**src/rtl/rx_link_fault_monitor.sv**
```systemverilog
`default_nettype none
// +------------------------------------------------------------------------+
// | rx_link_fault_monitor                                                  |
// | Qualifies local/remote fault sequences and keeps per-type statistics.  |
// | Rev 1.0                                                                |
// +------------------------------------------------------------------------+
module rx_link_fault_monitor #(
  parameter int SEQ_THRESH = 4,
  parameter int COL_WINDOW = 128,
  parameter int CNT_W      = 16
) (
  input  logic             rxclk_2x,
  input  logic             reset,
  input  logic             enable,
  input  logic             local_fault,
  input  logic             remote_fault,
  input  logic             clr_stats,
  output logic [1:0]       link_fault,
  output logic             fault_change,
  output logic [1:0]       fault_sticky,
  output logic [CNT_W-1:0] local_fault_cnt,
  output logic [CNT_W-1:0] remote_fault_cnt
);

  localparam int c_SEQ_W = $clog2(SEQ_THRESH + 1);
  localparam int c_COL_W = $clog2(COL_WINDOW + 1);
  localparam logic [c_SEQ_W-1:0] c_SEQ_LAST = c_SEQ_W'(SEQ_THRESH - 1);
  localparam logic [c_COL_W-1:0] c_COL_LAST = c_COL_W'(COL_WINDOW - 1);
  localparam logic [CNT_W-1:0]   c_CNT_MAX  = '1;

  typedef enum logic [1:0] {
    S_IDLE   = 2'd0,
    S_DETECT = 2'd1,
    S_FAULT  = 2'd2
  } state_t;

  state_t             r_state;
  logic [1:0]         r_cur_type;
  logic [c_SEQ_W-1:0] r_seq_cnt;
  logic [c_COL_W-1:0] r_col_cnt;
  logic [1:0]         r_link_fault;
  logic               r_fault_change;
  logic [1:0]         r_fault_sticky;
  logic [CNT_W-1:0]   r_local_cnt;
  logic [CNT_W-1:0]   r_remote_cnt;

  state_t             w_state_nxt;
  logic [1:0]         w_cur_type_nxt;
  logic [c_SEQ_W-1:0] w_seq_nxt;
  logic [c_COL_W-1:0] w_col_nxt;
  logic [1:0]         w_link_nxt;
  logic               w_enter_fault;
  logic [1:0]         w_in_type;
  logic               w_fault_present;
  logic               w_match;
  logic               w_inc_local;
  logic               w_inc_remote;

  // Local wins when both indications are present in the same column.
  assign w_in_type       = local_fault ? 2'b10 : (remote_fault ? 2'b01 : 2'b00);
  assign w_fault_present = |w_in_type;
  assign w_match         = (w_in_type == r_cur_type);

  always_comb begin
    w_state_nxt    = r_state;
    w_cur_type_nxt = r_cur_type;
    w_seq_nxt      = r_seq_cnt;
    w_col_nxt      = r_col_cnt;
    w_link_nxt     = r_link_fault;
    w_enter_fault  = 1'b0;
    if (!enable) begin
      w_state_nxt = S_IDLE;
      w_link_nxt  = 2'b00;
      w_seq_nxt   = '0;
      w_col_nxt   = '0;
    end else begin
      case (r_state)
        S_IDLE: begin
          if (w_fault_present) begin
            w_cur_type_nxt = w_in_type;
            w_seq_nxt      = c_SEQ_W'(1);
            w_col_nxt      = '0;
            w_state_nxt    = S_DETECT;
          end
        end
        S_DETECT, S_FAULT: begin
          if (w_fault_present) begin
            w_col_nxt = '0;
            if (!w_match) begin
              // A new type restarts qualification; link_fault keeps its old value meanwhile.
              w_cur_type_nxt = w_in_type;
              w_seq_nxt      = c_SEQ_W'(1);
              w_state_nxt    = S_DETECT;
            end else if (r_state == S_DETECT) begin
              if (r_seq_cnt == c_SEQ_LAST) begin
                w_link_nxt    = r_cur_type;
                w_seq_nxt     = '0;
                w_state_nxt   = S_FAULT;
                w_enter_fault = 1'b1;
              end else begin
                w_seq_nxt = r_seq_cnt + c_SEQ_W'(1);
              end
            end
          end else if (r_col_cnt == c_COL_LAST) begin
            w_state_nxt = S_IDLE;
            w_link_nxt  = 2'b00;
            w_seq_nxt   = '0;
            w_col_nxt   = '0;
          end else begin
            w_col_nxt = r_col_cnt + c_COL_W'(1);
          end
        end
        default: begin
          w_state_nxt = S_IDLE;
          w_link_nxt  = 2'b00;
        end
      endcase
    end
  end

  assign w_inc_local  = w_enter_fault && (r_cur_type == 2'b10);
  assign w_inc_remote = w_enter_fault && (r_cur_type == 2'b01);

  always_ff @(posedge rxclk_2x or posedge reset) begin
    if (reset) begin
      r_state        <= S_IDLE;
      r_cur_type     <= 2'b00;
      r_seq_cnt      <= '0;
      r_col_cnt      <= '0;
      r_link_fault   <= 2'b00;
      r_fault_change <= 1'b0;
      r_fault_sticky <= 2'b00;
      r_local_cnt    <= '0;
      r_remote_cnt   <= '0;
    end else begin
      r_state        <= w_state_nxt;
      r_cur_type     <= w_cur_type_nxt;
      r_seq_cnt      <= w_seq_nxt;
      r_col_cnt      <= w_col_nxt;
      r_link_fault   <= w_link_nxt;
      r_fault_change <= (w_link_nxt != r_link_fault);
      // A clear coinciding with an event clears first, then records the event.
      if (clr_stats) begin
        r_fault_sticky <= w_link_nxt;
        r_local_cnt    <= CNT_W'(w_inc_local);
        r_remote_cnt   <= CNT_W'(w_inc_remote);
      end else begin
        r_fault_sticky <= r_fault_sticky | w_link_nxt;
        if (w_inc_local && (r_local_cnt != c_CNT_MAX))
          r_local_cnt <= r_local_cnt + CNT_W'(1);
        if (w_inc_remote && (r_remote_cnt != c_CNT_MAX))
          r_remote_cnt <= r_remote_cnt + CNT_W'(1);
      end
    end
  end

  assign link_fault       = r_link_fault;
  assign fault_change     = r_fault_change;
  assign fault_sticky     = r_fault_sticky;
  assign local_fault_cnt  = r_local_cnt;
  assign remote_fault_cnt = r_remote_cnt;

endmodule
`default_nettype wire

```
**config.mk**
```make
export PLATFORM = sky130hd
export DESIGN_NAME = rx_link_fault_monitor
export DESIGN_NICKNAME = d
export VERILOG_FILES = /design/src/rtl/rx_link_fault_monitor.sv
export SDC_FILE = /design/constraint.sdc
export NUM_CORES = 1
export LEC_CHECK = 0
export ABC_AREA = 1
export BUFFER_PORTS_ARGS = -buffer_cell sky130_fd_sc_hd__buf_2
export CAP_MARGIN = 20
export CORE_ASPECT_RATIO = 1.1
export CORE_MARGIN = 4
export CORE_UTILIZATION = 52
export DETAILED_ROUTE_END_ITERATION = 12
export PLACE_DENSITY_LB_ADDON = 0.12
export SYNTH_ARGS = -nofsm -noshare
export SYNTH_HDL_FRONTEND = slang
export SYNTH_SLANG_ARGS = --single-unit
export TNS_END_PERCENT = 1
```
**constraint.sdc**
```tcl
create_clock -name rxclk_2x -period 2.15 [get_ports rxclk_2x]
set_clock_uncertainty 0.2 [all_clocks]
set_input_delay 0.3225 -clock rxclk_2x [delete_from_list [all_inputs] [get_ports rxclk_2x]]
set_output_delay 0.3225 -clock rxclk_2x [all_outputs]
set_load 0.01 [all_outputs]
```
==> qor.csv <==
stage;metric;value;unit
run_status;outcome;complete, no violations;
sta;Final Max Slew Viols;0;
setup_path;Setup CP Type;reg -> reg;
synthesis;synthesized area;3197;sq um
min_path;min-delay src;enable;
final_layout;fin nets;517;
die;row count;29;
clock_network;clk buf depth;2;
synthesis;Post-Syn Nets;451;
final_layout;layout-stage area growth over the synthesis result;24.27;%
synthesis;Avg Synthesized Cell Area;7.299;sq um
synthesis;post-synthesis register bit count;52;
placed_design;pre-CTS setup slack;-0.01094;ns
die;Starting Density;0.5438;
routing;WL final;7.967;mm
final_layout;FILL cells;517;
pwr;Leak;2.061;nW
final_layout;final instance area;3973;sq um
grt;antenna violations before repair;0;
grt;met2 usage;0.3610;
synthesis;top cells by count, synth;nand2_1, inv_1, nor2_1;
synthesis;Top FF cell, synth;dfrtp_1;
setup_path;CP Launch Type;flip-flop;
synthesis;Unique masters post-synth;34;
sta;Tcrit/Tclk final;0.9918;
run;max_cap viols;0;
clock_network;Clock Latency Late Sink;0.31;ns
routing;routed vias;3042;
synthesis;sequential share of the synthesized area;0.4070;
routing;per-cell routed wire length;13.69;um
die;Die X-Extent;82.76;um
grt;overall routing resource usage;0.2170;
grt;layer with the highest usage;met2;
grt;largest net degree at the start of global routing;31;
synthesis;synth top area cells;dfrtp_1, nand2_1, inv_1;
placed_design;Port Buffers;42;
pwr;PwrDens;675.5;nW/um^2
setup_path;Req. time, crit path;2.17;ns
routing;DRT iter0 DRCs;161;
routing;post-route ant nets;0;
sta;Tmin final;2.132;ns
clock_network;Clock Pin Slew Worst Setup and Hold Paths;0.10;ns
final_layout;layout cells sized above 1;0.2436;
placed_design;dpl hpwl;5.796;mm
routing;Pre-antenna DRT Iters;4;
clock_network;Root Driver;clkbuf_8;
min_path;Hold WC Path Type;in -> reg;
die;total core area;5878;sq um
sta;Hold Vio Cnt, Final;0;
synthesis;Post-synth ARST share;1.000;
synthesis;Syn Inst Count;438;
placed_design;area post-placement;3606;sq um
grt;number of global-route vias before repair;2902;
clock_network;TritonCTS clock tree;built;
grt;met1 Track Usage GR;0.2947;
synthesis;share of the synthesized area in the top cell type;0.4070;
setup_path;FF-to-FF Start;r_seq_cnt[0];
synthesis;Post-synth EDFFs;0;
pwr;VDD IR max;0.4792;mV
sta;Least-Margin Pin Slew;0.6156;ns
sta;RSZ-0062 raised after global routing;yes;
pwr;total power;2.683;mW
synthesis;top-count cell post-synth;nand2_1;
clock_network;Clock Sink Count;52;
sta;fmax;0.4689;GHz
sta;TNS Setup;0;ns
grt;met3 Use GR;0.03000;
sta;Worst slew margin;0.5891;
die;die span in y;90.24;um
setup_path;critical path arrival;2.16;ns
grt;first-pass GRT wire length;13.07;mm
sta;Final Worst Setup Slack;0.01754;ns
synthesis;post-synth top area cell;dfrtp_1;
routing;DRC violations left;0;
setup_path;Worst setup startpoint;r_seq_cnt[0];
final_layout;n_diodes;0;
sta;Setup violations, final;0;
die;Die ar.;7468;sq um
grt;GRT overflow;0;
die;I/O pins;43;
clock_network;Num CTS Buffers;5;
setup_path;CP max FO;5;
setup_path;endpoint class of the critical path;flip-flop;
clock_network;H-tree levels;2;
routing;Via density;5.227;
synthesis;Syn. warnings;0;
placed_design;final RePlAce weighted congestion;0.8945;
==> path summary, 6_finish.rpt <==
| check | slack (ns) | to | depth (start not counted) |
|---|---|---|---|
| setup / recovery | 0.02 | remote_fault_cnt[13] | 8 |
| hold / removal | 0.13 | r_seq_cnt[0] | 3 |
| setup reg to reg | 0.02 | remote_fault_cnt[13] | 8 |
| hold reg to reg | 0.29 | fault_sticky[1] | 2 |
| max in group asynchronous | 0.81 | local_fault_cnt[2] | 4 |
| min in group asynchronous | 0.38 | r_seq_cnt[0] | 3 |
==> sequential cells by signal, indices dropped and copies added (netlist names) <==
register          count
r_state               2
link_fault            2
r_seq_cnt             3
r_col_cnt             8
local_fault_cnt      16
fault_sticky          2
fault_change          1
r_cur_type            2
remote_fault_cnt     16
==> critical path, cell delays in order, from the launching register on <==
cell and delay (ns):
dfrtp_1 0.39, ha_2 0.19, nand2_2 0.07, nor2_4 0.15, nand4_1 0.19, nor3_4 0.33
nand2_4 0.15, buf_4 0.18, o31ai_2 0.18
==> cell families (layout without fill, tap and decap cells) <==
family | Yosys count | count (layout) | synth area share
AO/OA/AOI/OAI | 45 | 45 | 0.08767
XOR/XNOR | 18 | 18 | 0.04931
adder cells (fa/ha/maj) | 7 | 7 | 0.02740
buffers and inverters | 64 | 131 | 0.07867
flip-flops | 52 | 52 | 0.4070
AND/OR/NAND/NOR | 252 | 252 | 0.3499
==> cell usage in the layout, fill, tap and decap left out, types with 2 or more instances in the layout <==
cell / count
a21o_1: 2
a21oi_1: 10
a21oi_4: 2
and3_1: 2
buf_12: 2
buf_2: 42
buf_4: 17
bufinv_16: 3
clkbuf_8: 5
dfrtp_1: 51
ha_1: 4
ha_4: 2
inv_1: 46
inv_2: 10
inv_4: 2
nand2_1: 116
nand2_2: 8
nand2_4: 4
nand3_1: 34
nand4_1: 11
nor2_1: 49
nor2_2: 6
nor2_4: 2
nor3_1: 11
nor3_2: 2
nor3_4: 2
nor4_1: 2
o211ai_1: 3
o21ai_0: 16
o21ai_2: 5
o31ai_2: 2
xor2_1: 18
==> through the flow <==
| stage | hold WS [ns] | util | instances |
|---|---|---|---|
| after floorplan | 0.2621 | - | 438 |
| after global placement | 0.1874 | 0.6135 | 566 |
| after detailed placement | 0.1936 | 0.6135 | 566 |
| after CTS | 0.1092 | 0.6458 | 577 |
| after global routing | 0.1281 | 0.6758 | 582 |
| final | 0.1254 | 0.6758 | 582 |
==> where the power goes <==
part | internal [mW] | leakage, nW | switching, mW
Sequential | 1.05 | 0.714 | 0.0773
Clock | 0.582 | 0.0784 | 0.348
Combinational | 0.236 | 1.27 | 0.389
Total | 1.87 | 2.06 | 0.814
==> cell type report <==
| class | count | area, sq um | share of cell area |
|---|---|---|---|
| inverter | 59 | 231.5 | 0.05827 |
| multi-input combinational | 322 | 1759 | 0.4428 |
| tap | 77 | 96.34 | 0.02425 |
| clock inverter | 3 | 90.09 | 0.02268 |
| timing repair buffer | 64 | 424.2 | 0.1068 |
| clock buffer | 5 | 68.82 | 0.01732 |
| sequential | 52 | 1303 | 0.3279 |
==> layer usage <==
layer	wire length, um	share of wire
met1	3676	0.46
met2	3914	0.49
met3	268	0.034
met4	107	0.013
met5	0	0
==> repair_timing <==
item                       4_1_cts  5_1_grt
pin swaps                        1        8
cloned                           0        1
hold endpoints to repair        22        0
buffers inserted                 2        4
hold buffers                     1        0
resized for setup                1       37
setup endpoints to repair       10       44
No activity file was read; power rests on OpenSTA's default activity.
